File: src/rtl/mem_loader_pkg.sv
// Shared types and constants for the data memory loader.
package mem_loader_pkg;

    localparam int unsigned DEF_ADDR_W    = 12;
    localparam int unsigned DEF_MAX_WORDS = 1024;
    localparam logic [3:0]  WR_ALL        = 4'hF;

    typedef enum logic [2:0] {
        IDLE,
        FILL0,
        FILL1,
        WRITE,
        FINISH
    } state_e;

endpackage

File: src/rtl/data_mem_loader.sv
// Pairs host words and writes them to the data memory two at a time via dual-slot init mode.
// Optional feature: DATA_MEM_LOADER_CHECKSUM_EN enables the running checksum of accepted words.
module data_mem_loader
    import mem_loader_pkg::*;
#(
    parameter int unsigned ADDR_W    = DEF_ADDR_W,
    parameter int unsigned MAX_WORDS = DEF_MAX_WORDS
) (
    input  logic              Clk,
    input  logic              Rst_n,
    input  logic              start,
    input  logic [ADDR_W-1:0] base_addr,
    input  logic [10:0]       word_count,
    input  logic              s_valid,
    input  logic [31:0]       s_data,
    output logic              s_ready,
    input  logic              enable_halt,
    output logic [ADDR_W-1:0] mem_address,
    output logic [31:0]       mem_Datain1,
    output logic [31:0]       mem_Datain2,
    output logic [3:0]        mem_Wr,
    output logic              mem_enable_load,
    output logic              busy,
    output logic              done,
    output logic              error,
    output logic [31:0]       checksum
);

    state_e            state_q, state_d;
    logic [ADDR_W-1:0] addr_q, addr_d;
    logic [10:0]       rem_q, rem_d;
    logic [31:0]       d1_q, d1_d;
    logic [31:0]       d2_q, d2_d;
    logic [3:0]        wr_q, wr_d;
    logic              load_q, load_d;
    logic              done_q, done_d;
    logic              error_q, error_d;

    logic        hs;
    logic        range_bad;
    logic        start_ok;
    logic [31:0] end_addr;

    assign s_ready   = (state_q == FILL0) || (state_q == FILL1);
    assign hs        = s_valid && s_ready;
    assign end_addr  = 32'(base_addr) + (32'(word_count) << 2);
    assign range_bad = (base_addr[1:0] != 2'b00) || (end_addr > (32'(MAX_WORDS) << 2));
    assign start_ok  = (state_q == IDLE) && start && !range_bad;

    always_comb begin
        state_d = state_q;
        addr_d  = addr_q;
        rem_d   = rem_q;
        d1_d    = d1_q;
        d2_d    = d2_q;
        wr_d    = wr_q;
        load_d  = load_q;
        done_d  = 1'b0;
        error_d = 1'b0;
        unique case (state_q)
            IDLE: begin
                if (start) begin
                    if (range_bad) begin
                        error_d = 1'b1;
                    end else if (word_count == '0) begin
                        state_d = FINISH;
                        done_d  = 1'b1;
                    end else begin
                        addr_d  = base_addr;
                        rem_d   = word_count;
                        state_d = FILL0;
                    end
                end
            end
            FILL0: begin
                if (hs) begin
                    d1_d  = s_data;
                    rem_d = rem_q - 11'd1;
                    if (rem_q == 11'd1) begin
                        wr_d    = WR_ALL;
                        load_d  = 1'b0;
                        state_d = WRITE;
                    end else begin
                        state_d = FILL1;
                    end
                end
            end
            FILL1: begin
                if (hs) begin
                    d2_d    = s_data;
                    rem_d   = rem_q - 11'd1;
                    wr_d    = WR_ALL;
                    load_d  = 1'b1;
                    state_d = WRITE;
                end
            end
            WRITE: begin
                // load_q doubles as the pair flag: it is only set for a full pair
                if (!enable_halt) begin
                    addr_d = addr_q + (load_q ? ADDR_W'(8) : ADDR_W'(4));
                    wr_d   = '0;
                    load_d = 1'b0;
                    if (rem_q == '0) begin
                        state_d = FINISH;
                        done_d  = 1'b1;
                    end else begin
                        state_d = FILL0;
                    end
                end
            end
            FINISH: state_d = IDLE;
            default: state_d = IDLE;
        endcase
    end

    always_ff @(posedge Clk or negedge Rst_n) begin
        if (!Rst_n) begin
            state_q <= IDLE;
            addr_q  <= '0;
            rem_q   <= '0;
            d1_q    <= '0;
            d2_q    <= '0;
            wr_q    <= '0;
            load_q  <= 1'b0;
            done_q  <= 1'b0;
            error_q <= 1'b0;
        end else begin
            state_q <= state_d;
            addr_q  <= addr_d;
            rem_q   <= rem_d;
            d1_q    <= d1_d;
            d2_q    <= d2_d;
            wr_q    <= wr_d;
            load_q  <= load_d;
            done_q  <= done_d;
            error_q <= error_d;
        end
    end

    assign busy            = (state_q != IDLE);
    assign mem_address     = addr_q;
    assign mem_Datain1     = d1_q;
    assign mem_Datain2     = d2_q;
    assign mem_Wr          = wr_q;
    assign mem_enable_load = load_q;
    assign done            = done_q;
    assign error           = error_q;

`ifdef DATA_MEM_LOADER_CHECKSUM_EN
    logic [31:0] sum_q, sum_d;

    always_comb begin
        sum_d = sum_q;
        if (start_ok) begin
            sum_d = '0;
        end else if (hs) begin
            sum_d = sum_q + s_data;
        end
    end

    always_ff @(posedge Clk or negedge Rst_n) begin
        if (!Rst_n) begin
            sum_q <= '0;
        end else begin
            sum_q <= sum_d;
        end
    end

    assign checksum = sum_q;
`else
    logic unused_start_ok;
    assign unused_start_ok = start_ok;
    assign checksum        = '0;
`endif

endmodule

File: config.mk
export PLATFORM = sky130hd
export DESIGN_NAME = data_mem_loader
export DESIGN_NICKNAME = d
export VERILOG_FILES = /design/src/rtl/mem_loader_pkg.sv /design/src/rtl/data_mem_loader.sv
export SDC_FILE = /design/constraint.sdc
export NUM_CORES = 1
export LEC_CHECK = 0
export CORE_MARGIN = 2
export CORE_UTILIZATION = 51
export DETAILED_ROUTE_END_ITERATION = 10
export DONT_BUFFER_PORTS = 1
export PLACE_DENSITY = 0.69
export SYNTH_ARGS = -nofsm -noshare
export SYNTH_HDL_FRONTEND = slang
export SYNTH_SLANG_ARGS = --single-unit
File: constraint.sdc
create_clock -name Clk -period 2.1 [get_ports Clk]
set_input_delay 0.21 -clock Clk [delete_from_list [all_inputs] [get_ports Clk]]
set_output_delay 0.21 -clock Clk [all_outputs]
set_load 0.05 [all_outputs]
# Word-level counts from Yosys, hierarchy flattened
# Cells that the tools add are included.
# op_classes
add_sub_neg	3
multipliers	0
n_div	0
magnitude_cmp	1
n_eq_ne	12
shift	0
mux	39
bitwise_logic	0
reduce_logical	18
# ops
cell	n
2-to-1 mux 12 bit	4
2-to-1 mux 11 bit	4
one-hot mux 12 bit (2 select lines)	1
zero test 11 bit	2
one-hot mux 11 bit (2 select lines)	1
2-to-1 mux 3 bit	7
2-to-1 mux 4 bit	5
AND reduction 5 bit	4
adder 12 x 13 -> 14 bit	1
> comparator 14 x 13 -> 1 bit, second input constant	1
2-to-1 mux 1 bit	13
adder 12 x 4 -> 12 bit	1
inequality test 2 bit, second input constant	6
one-hot mux 3 bit (4 select lines)	1
one-hot mux 4 bit (3 select lines)	1
== test 11 x 1 -> 1 bit, second input constant	1
subtractor 11 x 1 -> 11 bit, second input constant	1
== test 3 x 2 -> 1 bit, second input constant	2
nonzero test 2 bit	3
nonzero test 3 bit	2
inequality test 2 x 1 -> 1 bit, second input constant	2
AND reduction 2 bit	2
== test 3 x 1 -> 1 bit, second input constant	1
zero test 3 bit	1
5 further kinds	6
# totals
ff_bits	97
latchBits	0
mem_bits_rw	0
rom_bits	0
in_bits	60
output_inout_bits	117
elab_cells	82
memories	0

# Longest topological paths before layout
# Gate-level depths: netlist of the first run.
# logic_depth
depth_word	6
mapped_depth	11
depth_no_buf	9

# Worst setup path before layout of the first run
# Ideal clock, no wire load.
# synth_timing
path_kind	in2reg
startpoint	in base_addr[2]
endpoint	reg addr_q[2], in the netlist mem_address[2]
setup_time_ps	128
t_arrival_ps	2758
required_time_ps	1972
path_slack_ps	-786
cell_stages	10
n_path_buf	1
cell_sequence	ha_1 fa_1 a211o_1 a21o_1 a221oi_2 nand4_1 or4_4 o211a_1 buf_2 mux2_1
# synth_between
elab_chain_cells	5
elab_cells_between_ends	9
classes_between	1 x add/sub; 1 x order compare; 1 x eq/ne; 4 x mux; 2 x reduce/logical
# synth_lines
item	line_no	rtl
start, declared	data_mem_loader.sv:12	input logic [ADDR_W-1:0] base_addr,
adder 12 x 13 -> 14 bit	data_mem_loader.sv:46	assign end_addr = 32'(base_addr) + (32'(word_count) << 2);
> comparator 14 x 13 -> 1 bit	data_mem_loader.sv:47	assign range_bad = (base_addr[1:0] != 2'b00) || (end_addr > (32'(MAX_WORDS) << 2));
logical OR 1 bit	data_mem_loader.sv:47	
inequality test 2 bit (no line)	n/a	
AND reduction 5 bit (no line)	n/a	
end signal, assigned	data_mem_loader.sv:129	addr_q <= addr_d;
end, declared	data_mem_loader.sv:30	logic [ADDR_W-1:0] addr_q, addr_d;
# Parallel ways exist; a longest one is shown, timed or not. The select of a mux whose other input is x is not followed.
# A chain may end at the register's enable or synchronous reset.

# Worst setup path in the final report of the first run
# Same ends and word-level chain as after synthesis.

==> results of run 1 <==
## placed cells by master, fill, tap and decap left out, types with 3 or more instances in the layout
cell            n
nor2_1         24
nand4_1        22
nor2b_1         6
nor4_1          6
a21o_1          5
o21ai_0         5
nand2b_1        6
mux2i_1         4
conb_1         32
o21ai_2         7
dlygate4sd3_1  35
dfrtp_1        93
nand2_1        18
ha_1           13
clkinvlp_4      3
nor3_1         17
o21ai_1        13
nand3_1        14
buf_6           3
mux2_2         64
inv_1          11
buf_4          56
xnor2_1         5
clkbuf_8        9
or3_1           7
a21oi_1        25
## path summary, 6_finish.rpt
path                                   end  cells after the start         start
max                         mem_address[2]                     10  base_addr[2]
min                               rem_q[4]                      0         Rst_n
max reg2reg                 mem_address[2]                      7    state_q[0]
min reg2reg                      mem_Wr[2]                      2     mem_Wr[2]
max in group asynchronous   mem_address[2]                      0         Rst_n
min in group Clk           mem_Datain2[31]                      1    s_data[31]
## what timing repair did
item                       4_1_cts  5_1_grt
cloned                           1        0
setup endpoints to repair       27       28
buffers inserted                 0        2
pin swaps                       10        4
hold endpoints to repair       138      100
hold buffers                    29        6
gates resized for setup          9       17
## state kept, by name (all words and copies together) (netlist names)
name,flops
done,1
error,1
mem_Datain1,32
mem_Datain2,32
mem_Wr,1
mem_address,12
mem_enable_load,1
rem_q,11
state_q,3
## layer usage
layer	share of wire	GRT usage
met1	0.39	0.2783
met5	0	0
met3	0.081	0.07268
met2	0.50	0.4168
met4	0.026	0.1033
## cell families (layout without fill, tap and decap cells)
family	after synthesis	in the layout	share of synthesized area
flip-flops	94	94	0.4612
adder cells (fa/ha/maj)	16	16	0.04220
buffers and inverters	69	124	0.07973
other	1	32	0.0007353
AND/OR/NAND/NOR	140	140	0.1472
AO/OA/AOI/OAI	85	85	0.1072
XOR/XNOR	6	6	0.01030
multiplexers	69	69	0.1514
## per-stage QoR
step | std cells | utilization | TNS (ps) | worst slack (ps)
6_report | 699 | 0.6359 | -4186 | -301.6
5_1_grt | 699 | 0.6359 | -5760 | -362.8
4_1_cts | 691 | 0.6202 | -3615 | -253.1
3_5_place_dp | 646 | 0.5679 | -17470 | -762.2
3_3_place_gp | 646 | 0.5679 | -14710 | -647.7
2_1_floorplan | 511 | - | -12670 | -690.6
## final cells by class
class / instances / area (sq um) / share of cell area
clock inverter: 6 / 47.55 / 0.007685
clock buffer: 9 / 123.9 / 0.02002
tap: 133 / 166.4 / 0.02690
inverter: 12 / 45.04 / 0.007280
multi-input combinational: 348 / 2601 / 0.4204
timing repair buffer: 97 / 849.6 / 0.1373
sequential: 94 / 2354 / 0.3804
## worst max-delay path, stage by stage
cell and delay [ps]:
ha_4 140, fa_2 340, buf_4 160, a211oi_4 270
nor4_2 100, a221oi_2 190, nand4_1 150, or4_4 590
o211a_4 180, mux2_4 300
## power by group through the flow
stage | Combinational (uW) | Clock [uW] | Sequential, uW
after global placement | 3670 | 0 | 5620
after detailed placement | 3770 | 0 | 5670
after CTS | 3880 | 1120 | 5620
after global routing | 4320 | 1190 | 5750
after floorplan | 2560 | 0 | 5850
final | 3980 | 1090 | 5650
==> impl_results.md, run 1 <==
* Run status: complete, but fails checks
* Failing checks: negative hold slack, negative setup slack
* DRC Markers at 0
* # IOs at 177
* Syn Inst Count at 480
* Final WS setup at -301.6 ps
* Yosys top cell by area: dfrtp_1
* First-pass GRT wire length at 20.90 mm
* Vias in the first global route at 4,060
* Detail Route Antenna Nets at 0
* Initial core utilization at 0.5242
* Crit path DAT at 2630 ps
* Endpoints failing setup at 21
* TritonCTS Buffers at 9
* FF+latch count, synth at 94
* Global Route Usage Sum at 0.2414
* DRT Pass-1 Iters at 4
* EDFF count, synth at 0
* Post-synth top cells: 94 x dfrtp_1, 64 x mux2_2, 35 x buf_4, 25 x a21oi_1, 24 x nor2_1
* Slew HR at 0.6300
* Seq pwr share at 0.527
* Synth area leaders: dfrtp_1 46%, mux2_2 14%, buf_4 5.2%, ha_1 3.4%, nand4_1 2.7%
* Peak VDD IR at 722.8 uV
* Detailed-route wire length at 13.34 mm
* Final Hold Vio Count at 94
* Pint at 4765 uW
* DRT iter0 DRCs at 215
* Synth top area share at 0.4612
* Leakage power at 0.002653 uW
* Post-synthesis sequential area ratio at 0.4612
* Clk pin slew, worst setup/hold paths at 100 ps
* Final #Nets at 638
* Largest net degree at the start of global routing at 95
* Distinct cells, synth at 59
* Primary FF master, synth: dfrtp_1
* Layout cells sized above 1 at 0.3092
* HPWL Detailed at 9.184 mm
* Power Density at 1734 mW/mm^2
* Yosys warns at 0
* Clock Power Share at 0.102
* Achievable Freq at 416.4 MHz
* CTS H-Tree Depth at 3
* Most common cell in the netlist: dfrtp_1
* Critical Path Start Type: input pin
* Sw frac at 0.5558
* CP required at 2330 ps
* Port bufs at 0
* WL/cell at 19.08 um
* Vias at 4,036
* DP Area at 0.005525 sq mm
* Worst-Margin Slew at 555.0 ps
* Core Region at 0.009729 sq mm
* Final Wtd Congestion at 0.8806
* Final hold slack at -459.9 ps
* Min-Delay Path Class: in -> async
* Slew Viols, Final at 0
* Vias per cell at 5.774
* R2R Setup Slk at -170 ps
* Period utilization at 1.144
* Layout fillers at 805
* Async S/R FF share, synth at 1.000
* Total power at 10,730 uW
* CTS tree: yes
* GRT overflow at 0
* Area Overhead vs Synth at 21.32%
* Max Clock Skew at 12.73 ps
* Clock Sinks at 94
* CP Max Fanout at 5
* Clk_lat worst skew at 350 ps
* CTS root buffer: clkbuf_8
* Initial antenna violation count at 0
* Worst Path Class, Setup: in -> reg
* RSZ-0062 raised after global routing: true
* Critical path endpoint category: register
* Max_cap viols at 0
* NetSw at 5962 uW
* Syn Area/Cell at 10.62 sq um
* Die area at 0.01082 sq mm
* Min Tclk post-route at 2402 ps
* CTS max path bufs at 2
* Die Ht at 104 um
* Cell area after layout at 0.006187 sq mm
* Antenna diodes at 0
* Post-Syn Area at 0.005100 sq mm
* Combinational share of power at 0.371
* Die width at 104 um
* Site Rows at 36
No activity file was read; power rests on OpenSTA's default activity.
==> run 2, diff against run 1 <==
==> constraint.sdc (replaced) <==
create_clock -name Clk -period 2 [get_ports Clk]
set_input_delay 0.2 -clock Clk [delete_from_list [all_inputs] [get_ports Clk]]
set_output_delay 0.2 -clock Clk [all_outputs]
set_load 0.05 [all_outputs]
==> run 2 against run 1 <==
The run still ends with negative hold slack, negative setup slack left. Sequential power increased by 3.9%. Total power increased by 8.1%. Combinational power increased by 9.0%. Clock power increased by 27%. Non-clock buffer count increased by 5. Flip-flop and latch count unchanged. Critical path depth decreased by 1. Count of clock-buffer cells in the layout increased by 1. Cell area increased by 0.77%. Sequential share of layout area decreased by 0.29 points. Largest cell class unchanged. Largest power group unchanged.
==> impl_results.md, run 2 (synthesis gave the netlist of run 1 again) <==
* Max_cap viols at 0 (unchanged)
* Total power at 11,590 uW (was 10,730 uW)
* Vias at 4,026 (was 4,036)
* Layout cells sized above 1 at 0.3030 (was 0.3092)
* Clk pin slew, worst setup/hold paths at 100 ps (about the same)
* CP Max Fanout at 5 (unchanged)
* Clock Sinks at 94 (unchanged)
* Vias per cell at 5.719 (was 5.774)
* Area Overhead vs Synth at 22.25% (was 21.32%)
* Die width at 104 um (unchanged)
* TritonCTS Buffers at 9 (unchanged)
* GRT overflow at 0 (unchanged)
* Final #Nets at 643 (was 638)
* DRT Pass-1 Iters at 4 (unchanged)
* FF/Latch Area at 0.002354 sq mm (unchanged)
* Final Wtd Congestion at 0.8974 (was 0.8806)
* Final Hold Vio Count at 94 (unchanged)
* Vias in the first global route at 4,074 (was 4,060)
* Initial core utilization at 0.5242 (unchanged)
* Slew Viols, Final at 0 (unchanged)
* HPWL Detailed at 9.119 mm (was 9.184 mm)
* Crit path launch: word_count[0] (was base_addr[2])
* Reg2reg start: state_q[0] (unchanged)
* CTS root buffer: clkbuf_8 (unchanged)
* RSZ-0062 raised after global routing: true (unchanged)
* Critical Path Start Type: input pin (unchanged)
* Final WS setup at -349.2 ps (was -301.6 ps)
* Non-Filler Instances at 704 (was 699)
* First-pass GRT wire length at 20.80 mm (was 20.90 mm)
* Die area at 0.01082 sq mm (unchanged)
* Min Tclk post-route at 2349 ps
* Initial antenna violation count at 0 (unchanged)
* Detail Route Antenna Nets at 0 (unchanged)
* Critical path endpoint category: register (unchanged)
* Most common cell after layout, fill and taps aside: dfrtp_1 (unchanged)
* Clk_lat worst skew at 360 ps (was 350 ps)
* WL/cell at 18.65 um (was 19.08 um)
* Largest net degree at the start of global routing at 95 (unchanged)
* Failing checks: negative hold slack, negative setup slack (unchanged)
* Period utilization at 1.175
* Final hold slack at -481.3 ps (was -459.9 ps)
* # IOs at 177 (unchanged)
* Endpoints failing setup at 27 (was 21)
* Slew HR at 0.6290 (was 0.6300)
* Worst Path Class, Setup: in -> reg (unchanged)
* CTS H-Tree Depth at 3 (unchanged)
* Placed Instances at 651 (was 646)
* CTS tree: yes (unchanged)
* Worst R2R Path Depth at 7 (unchanged)
* Worst-Margin Slew at 561.1 ps (was 555.0 ps)
* Die Ht at 104 um (unchanged)
* Power Density at 1859 mW/mm^2 (was 1734 mW/mm^2)
* DRT iter0 DRCs at 226 (was 215)
* Achievable Freq at 425.7 MHz
* Area of the multi-input gates at 0.002550 sq mm (was 0.002601 sq mm)
* DP Area at 0.005563 sq mm (was 0.005525 sq mm)
* Most frequent cells in the layout: 93 x dfrtp_1, 64 x mux2_2, 59 x buf_4 (was 93 x dfrtp_1, 64 x mux2_2, 56 x buf_4)
* Cell area after layout at 0.006235 sq mm (was 0.006187 sq mm)
* Site Rows at 36 (unchanged)
* Detailed-route wire length at 13.13 mm (was 13.34 mm)
* Core Region at 0.009729 sq mm (unchanged)
* Min-Delay Path Class: in -> async (unchanged)
* CTS Hold Buffers Added at 35 (was 29)
* Peak VDD IR at 1012 uV (was 722.8 uV)
* DRC Markers at 0 (unchanged)
* Crit path DAT at 2610 ps (was 2630 ps)
* Max Clock Skew at 7.297 ps (was 12.73 ps)
* Antenna diodes at 0 (unchanged)
* CP required at 2260 ps (was 2330 ps)
* CTS max path bufs at 2 (unchanged)
* Leakage power at 0.002706 uW (was 0.002653 uW)
* Global Route Usage Sum at 0.2435 (was 0.2414)
* Run status: complete, but fails checks (unchanged)
* Layout fillers at 769 (was 805)
* Port bufs at 0 (unchanged)
## run 2: per-stage QoR
stage               setup TNS (ps)  worst slack [ps]    util
floorplan                   -15100            -780.6       -
global placement            -17280            -770.6  0.5718
detailed placement          -19500            -845.5  0.5718
CTS                          -6218            -303.5  0.6368
global route                 -8932            -410.3  0.6408
finish                       -6866            -349.2  0.6408
## run 2: critical path, stage by stage
cell and delay [ps]:
ha_4 140, fa_2 340, a211o_1 290, a21o_1 180, a221oi_2 240, nand4_1 150, or4_4 590, o211a_4 190
mux2_4 290
## run 2: area by class of cell
type	count	share of cell area
Clock buffer	10	0.02047
Clock inverter	5	0.01325
Inverter	12	0.007225
Multi-Input combinational cell	348	0.4090
Sequential cell	94	0.3775
Tap cell	133	0.02669
Timing Repair Buffer	102	0.1459
## run 2: what timing repair did
| item | in CTS | in global routing |
|---|---|---|
| gates resized for setup | 9 | 10 |
| hold endpoints to repair | 161 | 94 |
| buffers inserted | 2 | 0 |
| pin swaps | 13 | 7 |
| setup endpoints to repair | 27 | 28 |
| cloned | 1 | 0 |
## run 2: final timing paths
check,slack (ps),to
worst max-delay path,-350,mem_address[2]
worst min-delay path,-480,mem_Datain1[9]
worst max register to register,-250,mem_address[2]
worst min register to register,530,rem_q[9]
max in group asynchronous,2350,mem_address[10]
min in group Clk,30,rem_q[2]
## run 2: layer usage
metal | track usage | vias up | share of wire
li1 | - | 1857 | -
met2 | 0.4178 | 190 | 0.49
met5 | 0 | - | 0
met4 | 0.09459 | 0 | 0.026
met3 | 0.08333 | 29 | 0.088
met1 | 0.2804 | 1950 | 0.39
## run 2: where the power goes
part | internal, uW | total [uW] | switching (uW)
Clock | 703 | 1380 | 677
Sequential | 2770 | 5870 | 3100
Combinational | 1870 | 4340 | 2480
Total | 5340 | 11600 | 6250
==> run 3, diff against run 2 <==
--- a/config.mk
+++ b/config.mk
@@ -9,6 +9,7 @@
 export CORE_UTILIZATION = 51
 export DETAILED_ROUTE_END_ITERATION = 10
 export DONT_BUFFER_PORTS = 1
+export GPL_TIMING_DRIVEN = 1
 export PLACE_DENSITY = 0.69
 export SYNTH_ARGS = -nofsm -noshare
 export SYNTH_HDL_FRONTEND = slang
==> results of run 3 <==
The final DEF is identical to that of run 2; final timing and power are the same.
